$ cat src/rtl/serial_word_cmp.sv
// serial_word_cmp: serial N-bit magnitude/equality comparator.
// Consumes one {a, b} bit pair per accepted handshake, accumulates an
// equal / greater / less verdict plus a mismatch count, and emits a
// one-cycle res_valid strobe when the WIDTH-th bit has been accepted.
// Optional build macro: SERIAL_CMP_MSB_FIRST_EN (bits arrive MSB first,
// first difference decides). Default build: LSB first, last difference wins.
module serial_word_cmp #(
  parameter int WIDTH = 8,
  parameter int CNT_W = $clog2(WIDTH + 1)
) (
  input  logic             clk,
  input  logic             rst_n,
  input  logic             start,
  input  logic             in_valid,
  output logic             in_ready,
  input  logic             a,
  input  logic             b,
  output logic             res_valid,
  output logic             eq,
  output logic             gt,
  output logic             lt,
  output logic [CNT_W-1:0] mism_cnt,
  output logic             busy
);

  typedef enum logic [1:0] {
    S_IDLE  = 2'd0,
    S_SHIFT = 2'd1,
    S_DONE  = 2'd2
  } state_t;

  localparam logic [CNT_W-1:0] LAST_IDX = CNT_W'(WIDTH - 1);
  localparam logic [CNT_W-1:0] MAX_CNT  = CNT_W'(WIDTH);
  localparam logic [CNT_W-1:0] ONE      = CNT_W'(1);

  state_t           state_q, state_d;
  logic [CNT_W-1:0] bit_cnt_q, bit_cnt_d;
  logic [CNT_W-1:0] mism_cnt_q, mism_cnt_d;
  logic             dec_gt_q, dec_gt_d;   // pending decision while shifting
  logic             dec_lt_q, dec_lt_d;
  logic             eq_q, eq_d;           // final verdict, held until next start
  logic             gt_q, gt_d;
  logic             lt_q, lt_d;
  logic             bit_e;

  // Per-bit equality term of the presented pair.
  assign bit_e = ~(a ^ b);

  // Next-state and accumulator update for the word-level comparison.
  always_comb begin
    state_d    = state_q;
    bit_cnt_d  = bit_cnt_q;
    mism_cnt_d = mism_cnt_q;
    dec_gt_d   = dec_gt_q;
    dec_lt_d   = dec_lt_q;
    eq_d       = eq_q;
    gt_d       = gt_q;
    lt_d       = lt_q;

    case (state_q)
      S_IDLE: begin
        if (start) begin
          state_d    = S_SHIFT;
          bit_cnt_d  = '0;
          mism_cnt_d = '0;
          dec_gt_d   = 1'b0;
          dec_lt_d   = 1'b0;
          eq_d       = 1'b0;
          gt_d       = 1'b0;
          lt_d       = 1'b0;
        end
      end

      S_SHIFT: begin
        if (start) begin
          // Abort: restart the word, the bit presented this cycle is dropped.
          bit_cnt_d  = '0;
          mism_cnt_d = '0;
          dec_gt_d   = 1'b0;
          dec_lt_d   = 1'b0;
          eq_d       = 1'b0;
          gt_d       = 1'b0;
          lt_d       = 1'b0;
        end else if (in_valid) begin
          if (!bit_e && (mism_cnt_q < MAX_CNT)) begin
            mism_cnt_d = mism_cnt_q + ONE;
          end
`ifdef SERIAL_CMP_MSB_FIRST_EN
          // MSB first: the first difference is the most significant one.
          if (!bit_e && !dec_gt_q && !dec_lt_q) begin
            dec_gt_d = a;
            dec_lt_d = ~a;
          end
`else
          // LSB first: every later difference is more significant.
          if (!bit_e) begin
            dec_gt_d = a;
            dec_lt_d = ~a;
          end
`endif
          if (bit_cnt_q == LAST_IDX) begin
            bit_cnt_d = '0;
            state_d   = S_DONE;
            eq_d      = (mism_cnt_d == '0);
            gt_d      = dec_gt_d;
            lt_d      = dec_lt_d;
          end else begin
            bit_cnt_d = bit_cnt_q + ONE;
          end
        end
      end

      S_DONE: begin
        // start is ignored here; the strobe always completes.
        state_d = S_IDLE;
      end

      default: begin
        state_d = S_IDLE;
      end
    endcase
  end

  // State and accumulator registers; reset discards any partial word.
  always_ff @(posedge clk or negedge rst_n) begin
    if (!rst_n) begin
      state_q    <= S_IDLE;
      bit_cnt_q  <= '0;
      mism_cnt_q <= '0;
      dec_gt_q   <= 1'b0;
      dec_lt_q   <= 1'b0;
      eq_q       <= 1'b0;
      gt_q       <= 1'b0;
      lt_q       <= 1'b0;
    end else begin
      state_q    <= state_d;
      bit_cnt_q  <= bit_cnt_d;
      mism_cnt_q <= mism_cnt_d;
      dec_gt_q   <= dec_gt_d;
      dec_lt_q   <= dec_lt_d;
      eq_q       <= eq_d;
      gt_q       <= gt_d;
      lt_q       <= lt_d;
    end
  end

  // Handshake and status outputs decode the registered state only.
  assign in_ready  = (state_q == S_SHIFT);
  assign busy      = (state_q != S_IDLE);
  assign res_valid = (state_q == S_DONE);
  assign eq        = eq_q;
  assign gt        = gt_q;
  assign lt        = lt_q;
  assign mism_cnt  = mism_cnt_q;

endmodule

$ cat config.mk
export PLATFORM = sky130hd
export DESIGN_NAME = serial_word_cmp
export DESIGN_NICKNAME = d
export VERILOG_FILES = /design/src/rtl/serial_word_cmp.sv
export SDC_FILE = /design/constraint.sdc
export NUM_CORES = 1
export LEC_CHECK = 0
export CAP_MARGIN = 10
export CORE_UTILIZATION = 50
export CTS_BUF_LIST = sky130_fd_sc_hd__clkbuf_4 sky130_fd_sc_hd__clkbuf_8
export CTS_CLUSTER_DIAMETER = 50
export DETAILED_ROUTE_END_ITERATION = 12
export PLACE_DENSITY = 0.77
export SLEW_MARGIN = 20
export SYNTH_ARGS = -nofsm -noshare
export SYNTH_HDL_FRONTEND = slang
export SYNTH_SLANG_ARGS = --single-unit
$ cat constraint.sdc
create_clock -name clk -period 1.6 [get_ports clk]
set_clock_uncertainty 0.05 [all_clocks]
set_input_delay 0.24 -clock clk [delete_from_list [all_inputs] [get_ports clk]]
set_output_delay 0.24 -clock clk [all_outputs]
set_load 0.01 [all_outputs]
# == Word-level counts from Yosys, hierarchy flattened ==
# Index checks and enable logic that the tools add are counted.
# classes
n_eq_ne,9
n_addsub,2
bitwise_logic,2
order_cmp,1
muxes,38
reduce_logical,8
# ops
cell,n
$mux 4,10
$mux 1,16
$pmux 4 s2,2
$pmux 1 s2,5
$add 4x1->4 const B,2
$mux 2,4
$reduce_and 4->1,2
$ne 2x2->1 const B,3
$eq 4x3->1 const B,1
$logic_not 4->1,1
$lt 4x4->1 const B,1
$pmux 2 s2,1
$reduce_bool 2->1,2
$ne 3x2->1 const B,1
$ne 3x3->1 const B,1
$reduce_and 3->1,1
$eq 2x1->1 const B,1
$eq 2x2->1 const B,1
$logic_not 2->1,1
$ne 2x1->1 const B,1
$logic_and 1x1->1,1
$not 1->1,1
$xor 1x1->1,1
# word_totals
reg_bits,15
out_inout_bits,10

# == Logic depth before layout (Yosys ltp) ==
# Gate-level depths: netlist of run 1.
# depth
word_depth,11
depth_mapped,5

# == Worst setup path after synthesis of run 1 ==
# Ideal clock, no wire load.
# synth_timing
path_type,register to register
start,register state_q[1]
end,"register mism_cnt_q[2], in the netlist mism_cnt[2]"
arrival_time_ns,1.272
slack_ns,0.201
stages_incl_launch_ff,6
required_time_ns,1.474
period_less_slack_ns,1.399
path_buffers,1
path_cell_list,dfrtp_1 buf_2 or3b_1 nor2_1 nand3_1 o21ai_1
# synth_between
elab_chain_cells,3
elab_cells_between_ends,7
# synth_rtl
element,line,source
from (decl),36,"state_t state_q, state_d;"
from (signal assigned),136,state_q <= state_d;
$eq 2x1->1 or $logic_not 2->1 (tied branches),60,case (state_q)
$ne 3x3->1 (no source line) (tied with other cells),n/a,
$reduce_and 3->1 (no source line),n/a,
to (signal assigned),138,mism_cnt_q <= mism_cnt_d;
to (decl),38,"logic [CNT_W-1:0] mism_cnt_q, mism_cnt_d;"
# Parallel ways exist; a longest one is shown, timed or not.
# A chain may end at the register's enable or synchronous reset.

# == Worst setup path after layout of run 1 ==
# layout_timing
start,"register mism_cnt_q[0], in the netlist mism_cnt[0]"
end,output mism_cnt[0]
# layout_rtl
element,line,source
to (decl),22,"output logic [CNT_W-1:0] mism_cnt,"
# No word-level cell between the ends.

==> results of run 1 <==
-- how the worst max path moves through the flow --
stage	start	endpoint	slack, ns	depth (start not counted)
global placement	b	mism_cnt[1]$_DFFE_PN0P_	-0.14	5
floorplan	state_q[1]$_DFFE_PN0P_	mism_cnt[2]$_DFFE_PN0P_	0.20	5
detailed placement	a	mism_cnt[1]$_DFFE_PN0P_	-0.17	5
CTS	state_q[0]$_DFFE_PN0P_	busy	0.02	2
global route	bit_cnt_q[0]$_DFFE_PN0P_	lt$_DFFE_PN0P_	-0.008	6
finish	mism_cnt[0]$_DFFE_PN0P_	mism_cnt[0]	0.05	1
-- state kept, by name, indices dropped and copies added (netlist names) --
signal and cells:
bit_cnt_q 4, mism_cnt 4, dec_lt_q 1, gt 1
eq 1, state_q 2, dec_gt_q 1, lt 1
-- what timing repair did --
action,in CTS,in global routing
setup buffers,2,3
resized for setup,5,6
pin swaps,0,0
endpoints found under the setup margin,4,10
-- metrics by stage --
stage	area, um^2	setup WS, ns	hold slack [ns]
after floorplan	866	0.201	-0.106
after global placement	1120	-0.138	0.452
after detailed placement	1120	-0.168	0.472
after CTS	1160	0.0214	0.214
after global routing	1200	-0.00753	0.222
final	1200	0.0472	0.208
-- power breakdown --
group	internal [mW]	switching (mW)	leakage (nW)	total (mW)
combinational	0.0973	0.0857	0.336	0.183
sequential	0.405	0.0257	0.195	0.431
clock	0.114	0.122	0.0184	0.236
-- synthesized netlist by cell type --
cell,count
dfrtp_1,15
inv_1,9
o21ai_0,8
nand3_1,7
nor2_1,7
nand2_1,4
a21oi_1,3
nand3b_1,3
or2_2,3
a31oi_1,2
buf_2,2
ha_1,2
nor2b_1,2
nor3_1,2
xnor2_1,2
a211oi_2,1
a21o_1,1
a21oi_2,1
a22o_1,1
a32o_1,1
a41oi_1,1
and2_4,1
and2b_1,1
clkbuf_1,1
maj3_1,1
mux2i_1,1
nand4_1,1
nand4bb_1,1
nor3b_1,1
nor3b_2,1
o211ai_1,1
o21ai_1,1
o311ai_0,1
o32ai_2,1
or3b_1,1
xor2_2,1
-- cell families after synthesis --
group / synth area share (%)
muxes: 1.16
adders and majority gates: 4.05
buffers and inverters: 5.49
DFF: 43.4
and+or+nand+nor: 23.4
xor gates and xnor gates: 3.90
AOI/OAI and AO/OA: 18.6
-- layer usage --
metal	vias up	wire [um]	global-route usage (%)
met4	0	35	11.3
met5	-	0	0
met1	376	929	34.6
li1	395	-	-
met3	5	77	4.17
met2	19	901	36.1
-- cell type report --
class / count / area share, %
clock buffers: 4 / 2.51
inverters: 9 / 2.82
multi-input cells: 65 / 37.5
flip-flops and latches: 15 / 31.6
well taps: 16 / 1.67
repair buffers: 33 / 23.9
==> results by stage, run 1 <==
Die:
- The core region is 0.00156 mm^2.
- The effective utilization at floorplan is 55.5%.
- The site row count is 14.
- The chip width is 43.6 um.
- The die covers 0.00190 mm^2.
- The die span in y is 43.6 um.
- The number of placed I/O pins is 16.

Yosys:
- The synthesis-stage register bit count is 15.
- For this run, the number of Yosys warnings is 0.
- The post-synthesis cell count is 92.
- The net count after synthesis is 100.
- The average cell area after synthesis is 9.41 um^2.
- The cell area after synthesis is 866 um^2.
- Summed over its instances, the top area cell type makes up 43.4% of the synthesized netlist area.
- By area the synthesized netlist is led by dfrtp_1 (43%), o21ai_0 (4.6%), nand3_1 (4.0%).
- Of all cell types, the one taking the most synthesized area is dfrtp_1.
- The sequential fraction of the synthesis area is 43.4%.
- The count of different cell masters after synthesis is 36.

Power:
- For this design the static power due to leakage is 0.549 nW.
- In this run the power density over the cells is 709 mW/mm^2.
- The largest vdd supply drop is 0.000647 V.
- The overall power after layout is 0.850 mW.

STA:
- The total of endpoints with negative setup slack in the final report is 0.
- Subtracting the final worst setup slack from the clock period gives 1.55 ns.
- The final count of pins violating max slew is 0.
- Static timing analysis puts the maximum clock frequency at 0.644 GHz.
- For the final routed database, the setup TNS stands at 0 ns.
- For the pin with the worst max-slew slack, the measured transition is 0.284 ns.
- Of the available clock period, the critical path in the final layout requires 97.1%.
- Setup repair after global routing could not meet its margin everywhere.
- The final hold violation count was 0.
- In this run the tightest slew margin relative to its limit is 80.9%.

GRT:
- The via count of the first global-routing pass is 728.
- The number of antenna violations at the first check in global routing came to 0.
- Entering global routing, the biggest net connects 16 pins.
- Global routing finished with a remaining overflow of 0.
- Global routing consumed, over all layers together, 24.3% of the routing resources.
- The first global-routing pass estimated 3.32 mm of wire.

Drt:
- After detailed routing, the number of remaining DRC violations is 1.
- For this block, the initial DRC count from the detailed router was 26.
- The total number of vias is 795.
- The count of nets left with antenna violations once routing finished came out at 0.
- After detailed routing, the number of vias per cell comes to 5.60.
- The detailed-routing iteration count for the pre-antenna-repair pass is 8.
- The routed design has 1.94 mm of wire.
- Dividing the detail-routed wire length by the instance count gives 13.7 um.

Layout:
- The area growth from synthesis to layout is 38.4%.
- The number of filler instances in the final layout is 103.
- The share of final-layout standard cells stronger than drive strength 1 is 27.0%.
- The final standard cell count with taps included and fillers excluded is 142.
- Across the whole layout, storage elements account for 379 um^2.
- The antenna cell count is 0.
- Leaving out fill and tap cells, the most frequent cells in the layout are buf_4 (17), dfrtp_1 (12), clkdlybuf4s50_1 (12).
- The area of combinational cells with multiple inputs is 449 um^2.
- Cells fill 76.9% of the core in the end.
- The number of nets at the end of the flow is 135.
- The library cell used most frequently in the layout, excluding fill and tap cells, is buf_4.

Placement:
- The number of I/O port buffers is 15.
- The final HPWL from detailed placement is 1.45 mm.
- The cell count after placement is 133.
- The weighted congestion at the end of routability-driven global placement is 0.798.

Setup path:
- The worst path required time is 1.31 ns.
- The critical path is of the register to primary output type.
- Traced cell by cell, the critical path runs through clkdlybuf4s50_1.
- The count of buffer and inverter cells on the critical path is 1.
- The startpoint identified for the worst register-to-register timing path is state_q[1]$_DFFE_PN0P_.
- The setup check on the worst reg-to-reg path leaves a slack of 0.09 ns.
- The critical path capture point type is a primary output.
- For this run, the slowest stage of the critical path takes 0.55 ns.
- The reg-to-reg critical path endpoint is bit_cnt_q[2]$_DFFE_PN0P_.
- In this run the worst path has a maximum fanout of 7.
- The worst setup path is launched from a register.
- Measured in cells, the most critical reg-to-reg path has a length of 5.
- The slowest stage of the critical path is the clkdlybuf4s50_1 cell.
- The category of cells accounting for the largest share of critical-path delay is buffers and inverters.
- The arrival time at the worst endpoint is 1.26 ns.

Status:
- The flow ran to the end, but the final reports show violations.
- The checks that failed: DRC.

CTS:
- The maximum clock path buffer count is 2.
- In this run the number of H-tree levels came out at 1.
- Buffers inserted to repair hold after CTS numbered 0.
- The number of sinks driven by the clock tree is 15.
- The cell sitting at the root of the clock tree is a clkbuf_4.
- The later-pin clock latency in the skew report is 0.29 ns.
- The number of buffers created by CTS is 3.
- The clock input transition at the sequential cells of the worst setup and hold paths is 0.09 ns.
- The clock tree from TritonCTS is built.

Flow run:
- The reported max-cap violation count is 0.

Hold path:
- The worst min-delay path category is input pin to async pin.
Note: power is estimated with default switching activity, not from simulation.
==> run 2: changes to the inputs <==
--- a/config.mk
+++ b/config.mk
@@ -9,8 +9,10 @@
 export CORE_UTILIZATION = 50
 export CTS_BUF_LIST = sky130_fd_sc_hd__clkbuf_4 sky130_fd_sc_hd__clkbuf_8
 export CTS_CLUSTER_DIAMETER = 50
+export CTS_CLUSTER_SIZE = 28
 export DETAILED_ROUTE_END_ITERATION = 12
 export PLACE_DENSITY = 0.77
+export SKIP_CTS_REPAIR_TIMING = 1
 export SLEW_MARGIN = 20
 export SYNTH_ARGS = -nofsm -noshare
 export SYNTH_HDL_FRONTEND = slang
==> run 2 against run 1 <==
Compared with the run above: the run still ends with DRC left; largest power group unchanged; total power rose by 0.49%; maximum frequency fell by 1.2%; critical endpoint is now busy; sequential share of layout area fell by 0.49 points; largest cell class unchanged.
==> results by stage, run 2 (synthesized netlist as in run 1, its figures left out) <==
Status:
- Status: complete, but fails checks (unchanged).
- Violated checks: DRC (unchanged).

Die:
- The chip width is 43.6 um (unchanged).
- The number of placed I/O pins is 16 (unchanged).
- The effective utilization at floorplan is 55.5% (unchanged).
- The placeable core region came to 0.00156 mm^2 (unchanged).
- The die span in y is 43.6 um (unchanged).
- The site row count was 14 (unchanged).
- The die outline area is 0.00190 mm^2 (unchanged).

STA:
- The remaining max-slew budget at the tightest pin was 81.0% (was 80.9%).
- The post-route clock period utilization is 98.2% (was 97.1%).
- The minimum hold slack came to 0.209 ns (was 0.208 ns).
- The final count of pins violating max slew is 0 (unchanged).
- The final hold violation count came to 0 (unchanged).
- The slew of the pin with the lowest slew margin came to 0.281 ns (was 0.284 ns).
- The upper clock frequency limit was 0.636 GHz (was 0.644 GHz).
- The shortest clock period the worst path allows after layout is 1.57 ns (was 1.55 ns).
- The total of endpoints with negative setup slack in the final report is 0 (unchanged).
- RSZ-0062 raised after global routing: yes (unchanged).

CTS:
- The clock tree from TritonCTS was built (unchanged).
- The number of sinks driven by the clock tree is 15 (unchanged).
- The later-pin clock latency in the skew report is 0.29 ns (about the same).
- The cell at the root of the clock tree is clkbuf_4 (unchanged).
- The maximum level of the CTS H-tree is 1 (unchanged).
- The clock input transition at the sequential cells of the worst setup and hold paths came to 0.09 ns (about the same).
- The number of buffers created by CTS is 3 (unchanged).
- The maximum clock path buffer count came to 2 (unchanged).

Drt:
- The met3 wire length was 75 um (was 77 um).
- The top layer used by detailed routing was met4 (unchanged).
- The detailed-routing iteration count for the pre-antenna-repair pass was 8 (unchanged).
- The mean number of vias per cell was 5.58 (was 5.60).
- The total wire length after detailed routing was 2.01 mm (was 1.94 mm).
- The routed length on met1 is 958 um (was 929 um).
- The residual DRC count was 1 (unchanged).
- The met2 wire length is 935 um (was 901 um).
- The initial DRC count is 27 (was 26).
- The wire length per cell after detailed routing was 13.9 um (was 13.7 um).
- The total number of vias is 804 (was 795).
- The remaining antenna violation count after routing is 0 (unchanged).

Setup path:
- The standard cell with the maximum stage delay on the critical path is dfrtp_2 (was clkdlybuf4s50_1).
- The reg-to-reg setup timing slack came to 0.06 ns (was 0.09 ns).
- The launching point of the worst reg2reg path is state_q[1]$_DFFE_PN0P_ (unchanged).
- The highest net fanout along the worst path is 5 (was 7).
- The maximum single-stage delay on the critical path is 0.44 ns (was 0.55 ns).
- List of cells traversed by the critical path: buf_4 -> or2_2 -> clkbuf_2 (was clkdlybuf4s50_1).
- The worst path required time is 1.31 ns (about the same).
- The kind of critical path is register to primary output (unchanged).
- The cell depth of the worst flop-to-flop path was 5 (unchanged).
- The arrival time at the worst endpoint is 1.28 ns (was 1.26 ns).
- The critical path capture point type is a primary output (unchanged).
- The reg-to-reg critical path endpoint was bit_cnt_q[2]$_DFFE_PN0P_ (unchanged).
- The sort of element at the start of the critical path is a register (unchanged).

Layout:
- The share of final-layout standard cells stronger than drive strength 1 is 30.5% (was 27.0%).
- The area growth from synthesis to layout is 40.6% (was 38.4%).
- The number of nets at the end of the flow is 137 (was 135).
- Most frequent cells in the layout: buf_4 (20), dfrtp_1 (12), clkdlybuf4s50_1 (12) (was buf_4 (17), dfrtp_1 (12), clkdlybuf4s50_1 (12)).
- The antenna cell count is 0 (unchanged).
- The leading cell type in the layout, fill and taps excluded was buf_4 (unchanged).

Placement:
- The final HPWL from detailed placement was 1.45 mm (unchanged).
- The number of I/O port buffers is 15 (unchanged).
- The weighted congestion at the end of routability-driven global placement is 0.798 (unchanged).

GRT:
- The total global routing overflow came to 0 (unchanged).
- The largest net degree at the start of global routing is 16 (unchanged).
- The overall fraction of global-route tracks in use was 24.0% (was 24.3%).
- The via count of the first global-routing pass is 707 (was 728).
- The wire length of the first global-routing pass came to 3.26 mm (was 3.32 mm).
- The number of antenna violations at the first check in global routing came to 0 (unchanged).

Power:
- The power density over the cells came to 701 mW/mm^2 (was 709 mW/mm^2).
- The largest vdd supply drop is 0.000651 V (was 0.000647 V).
- The static power due to leakage is 0.570 nW (was 0.549 nW).
- The overall power after layout was 0.854 mW (was 0.850 mW).

Hold path:
- The worst min-delay path category is input pin to async pin (unchanged).

Flow run:
- The reported max-cap violation count was 0 (unchanged).
run 2: worst max-delay path: cells and delay by family, from the launching register on:
family	cells	cell delay, ns
and+or+nand+nor	1	0.28
buffers and inverters	2	0.28
DFF	1	0.44
run 2: stage by stage:
| step | area [um^2] | utilization (%) | cells | worst slack [ns] | setup TNS, ns |
|---|---|---|---|---|---|
| detailed placement | 1120 | 71.8 | 133 | -0.168 | -0.956 |
| floorplan | 866 | - | 92 | 0.201 | 0 |
| finish | 1220 | 78.1 | 144 | 0.0289 | 0 |
| global route | 1220 | 78.1 | 144 | -0.0146 | -0.0272 |
| global placement | 1120 | 71.8 | 133 | -0.138 | -0.636 |
| CTS | 1150 | 73.8 | 137 | -0.225 | -0.507 |
run 2: how the worst max path moves through the flow:
stage                                 startpoint                       to  slack (ns)  cells after the start
after global placement                         b  mism_cnt[1]$_DFFE_PN0P_       -0.14                      5
final                     state_q[0]$_DFFE_PN0P_                     busy        0.03                      3
after CTS                 state_q[0]$_DFFE_PN0P_                     busy       -0.23                      2
after global routing      state_q[1]$_DFFE_PN0P_           lt$_DFFE_PN0P_       -0.01                      7
after floorplan           state_q[1]$_DFFE_PN0P_  mism_cnt[2]$_DFFE_PN0P_        0.20                      5
after detailed placement                       a  mism_cnt[1]$_DFFE_PN0P_       -0.17                      5
run 2: where the power goes:
part / leakage [nW] / switching, mW / internal [mW]
sequential: 0.195 / 0.0264 / 0.405
clock: 0.0184 / 0.123 / 0.114
combinational: 0.357 / 0.0864 / 0.0987
run 2: layer usage:
metal,global-route usage (%),vias up
met5,0,-
li1,-,399
met4,11.3,0
met1,34.6,385
met3,4.17,5
met2,34.9,15
run 2: area by class of cell:
type / instances / area, um^2
repair buffers: 35 / 300
clock buffers: 4 / 30.0
inverters: 9 / 33.8
fillers: 103 / 342
well taps: 16 / 20.0
multi-input cells: 65 / 454
flip-flops and latches: 15 / 379
==> variant (config.mk and constraints of run 2) <==
Register the output `mism_cnt` once more; this adds one clock of latency there. The other outputs are not delayed to match.
--- a/src/rtl/serial_word_cmp.sv
+++ b/src/rtl/serial_word_cmp.sv
@@ -151,7 +151,9 @@
   assign eq        = eq_q;
   assign gt        = gt_q;
   assign lt        = lt_q;
-  assign mism_cnt  = mism_cnt_q;
+  always_ff @(posedge clk) begin
+    mism_cnt <= mism_cnt_q;
+  end
 
 endmodule
 
Check against the original RTL: not equivalent (Yosys sat finds a counterexample within 4 cycles, from zero or initial values and one cycle with rst_n low).
==> variant against run 2 <==
- synthesized cell count unchanged
- clock power increased by 7%
- the run ends with negative setup slack left
- fmax decreased by 2.2%
- synthesized area increased by 4.3%
- setup slack got worse by 0.035 ns
- non-clock buffer count unchanged
- sequential power increased by 27%
- sequential cell count increased by 4
- routed wire length increased by 8.9%
- design area increased by 4.5%
- final cell count increased by 6.3%
- total power increased by 21%
==> variant: results (changes against run 2) <==
first-pass GRT wire length=3.339 mm (+2.3%); Port Buf Inserts=15 (unchanged); vias in the first global route=794 (+12%); switching share of power=28.81% (+1.2 points); VDD IR max=544.6 uV (-16%); Worst-path clk slew=0.12 ns (+0.03 ns); RR Startpoint=bit_cnt_q[1]; worst setup margin=-0.006481 ns (-0.03537 ns); detailed-route wire length=2.183 mm (+8.9%); All-Layer GR Usage=23.92% (-0.048 points); leakage=0.5891 nW (+3.3%); post-synthesis cell type count=30 (-17%); CP Max Fanout=6 (+1); Critical Path Start=state_q[1]; largest net degree at the start of global routing=16 (unchanged); clock buffer depth=2 (unchanged); Compound-Gate Fraction of Synth Area=11.91% (-6.7 points); Detailed Route Iter0 Violations=11 (-59%); Root Buffer=clkbuf_4; FILL cells=101 (-1.9%); Die Wd=44.51 um (+2.0%); worst hold path class=input port to async pin; status=complete, but fails checks; CTS Buf Count=3 (unchanged); Gate Count Post-Synth=92 (unchanged); pre-CTS setup slack=-0.2429 ns (-0.07437 ns); Commonest cells post-synth=15 x dfrtp_1, 9 x nand2_1, 9 x nor2_1, 9 x o21ai_1, 6 x nand3_1; Post-Syn Nets=100 (unchanged); initial antenna violation count=0 (unchanged); violated checks=negative setup slack; Slowest-stage cell, CP=dfrtp_2; mux contribution to synthesized area=1.108% (-0.048 points); CP arrival=1.32 ns (+0.04 ns); first drt pass iteration count=4 (-4); Regs by FF count=bit_cnt_q x4, mism_cnt x4, mism_cnt_q x4; share of cells above drive strength 1=27.13% (-3.3 points); DP Cell Count=142 (+6.8%); CP max stage delay=0.46 ns (+0.02 ns); wire length per cell=14.27 um (+2.5%); H-tree depth=1 (unchanged); Final Setup Violations=1 (+1); synth top area cells=dfrtp_1 42%, dfxtp_1 8.9%, o21ai_1 5.0%; asr flop ratio synth=78.95% (-21 points); relative slew slack=77.65% (-3.4 points); vias per cell=5.327 (-4.6%); Yosys warning count=0 (unchanged); # diodes=0 (unchanged); Post-Synth XOR/XNOR Area=4.848% (+0.95 points); Clock Latency Late Sink=0.31 ns (+0.02 ns); post-synthesis sequential area ratio=50.42% (+7.1 points); Post-Synth Adder-Cell Area=3.878% (-0.17 points); routability cong.=0.7780 (-2.5%); HPWL after detailed placement=1.456 mm (+0.41%)
-- variant: critical path, delay by kind of cell (launching register included) --
family,cells,cell delay [ns]
buffers and inverters,2,0.29
and+or+nand+nor,1,0.26
DFF,1,0.46
-- variant: kinds of logic (layout without fill, tap and decap cells) --
| group | after synthesis | after routing |
|---|---|---|
| xor gates and xnor gates | 5 | 5 |
| AOI/OAI and AO/OA | 18 | 18 |
| buffers and inverters | 7 | 44 |
| muxes | 1 | 1 |
| DFF | 19 | 19 |
| adders and majority gates | 3 | 3 |
| and+or+nand+nor | 39 | 39 |
-- variant: final timing paths --
path | endpoint | slack (ns) | cells past startpoint
max | busy | -0.006 | 3
min | eq | 0.18 | 2
min reg2reg | mism_cnt[2] | 0.41 | 0
min in group clk | mism_cnt[2] | 0.41 | 0
max in group asynchronous | state_q[1] | 1.13 | 2
max reg2reg | eq | 0.06 | 5
-- variant: area by class of cell --
type	instances	area (sq um)	share of cell area, %
multi-input cells	66	439.2	34.51
clock buffers	3	22.52	1.770
well taps	24	30.03	2.360
clock inverters	1	5.005	0.3933
flip-flops and latches	19	456.7	35.89
inverters	5	18.77	1.475
repair buffers	35	300.3	23.60
-- variant: per-layer routing --
metal	vias to the layer above	part of all wire, %	track usage (%)
met1	390	43	30.24
met2	30	51	40.88
li1	390	-	-
met5	-	0	0
met4	0	1.6	9.697
met3	5	4.9	3.673
-- variant: metrics by stage --
stage | utilization [%] | setup TNS (ns) | hold WS (ns) | cell area, sq um
CTS | 75.27 | -0.6064 | 0.2031 | 1200
global route | 79.83 | -0.07951 | 0.2196 | 1272
finish | 79.83 | -0.006481 | 0.1846 | 1272
detailed placement | 73.55 | -1.860 | 0.3851 | 1172
floorplan | - | 0 | -0.1056 | 903.4
global placement | 73.55 | -0.8693 | 0.3731 | 1172
-- variant: power by group through the flow --
stage	sequential [mW]	clock, mW	combinational, mW
floorplan	0.555	0	0.0912
global placement	0.553	0	0.180
detailed placement	0.557	0	0.188
CTS	0.547	0.249	0.189
global route	0.551	0.272	0.254
finish	0.546	0.253	0.230
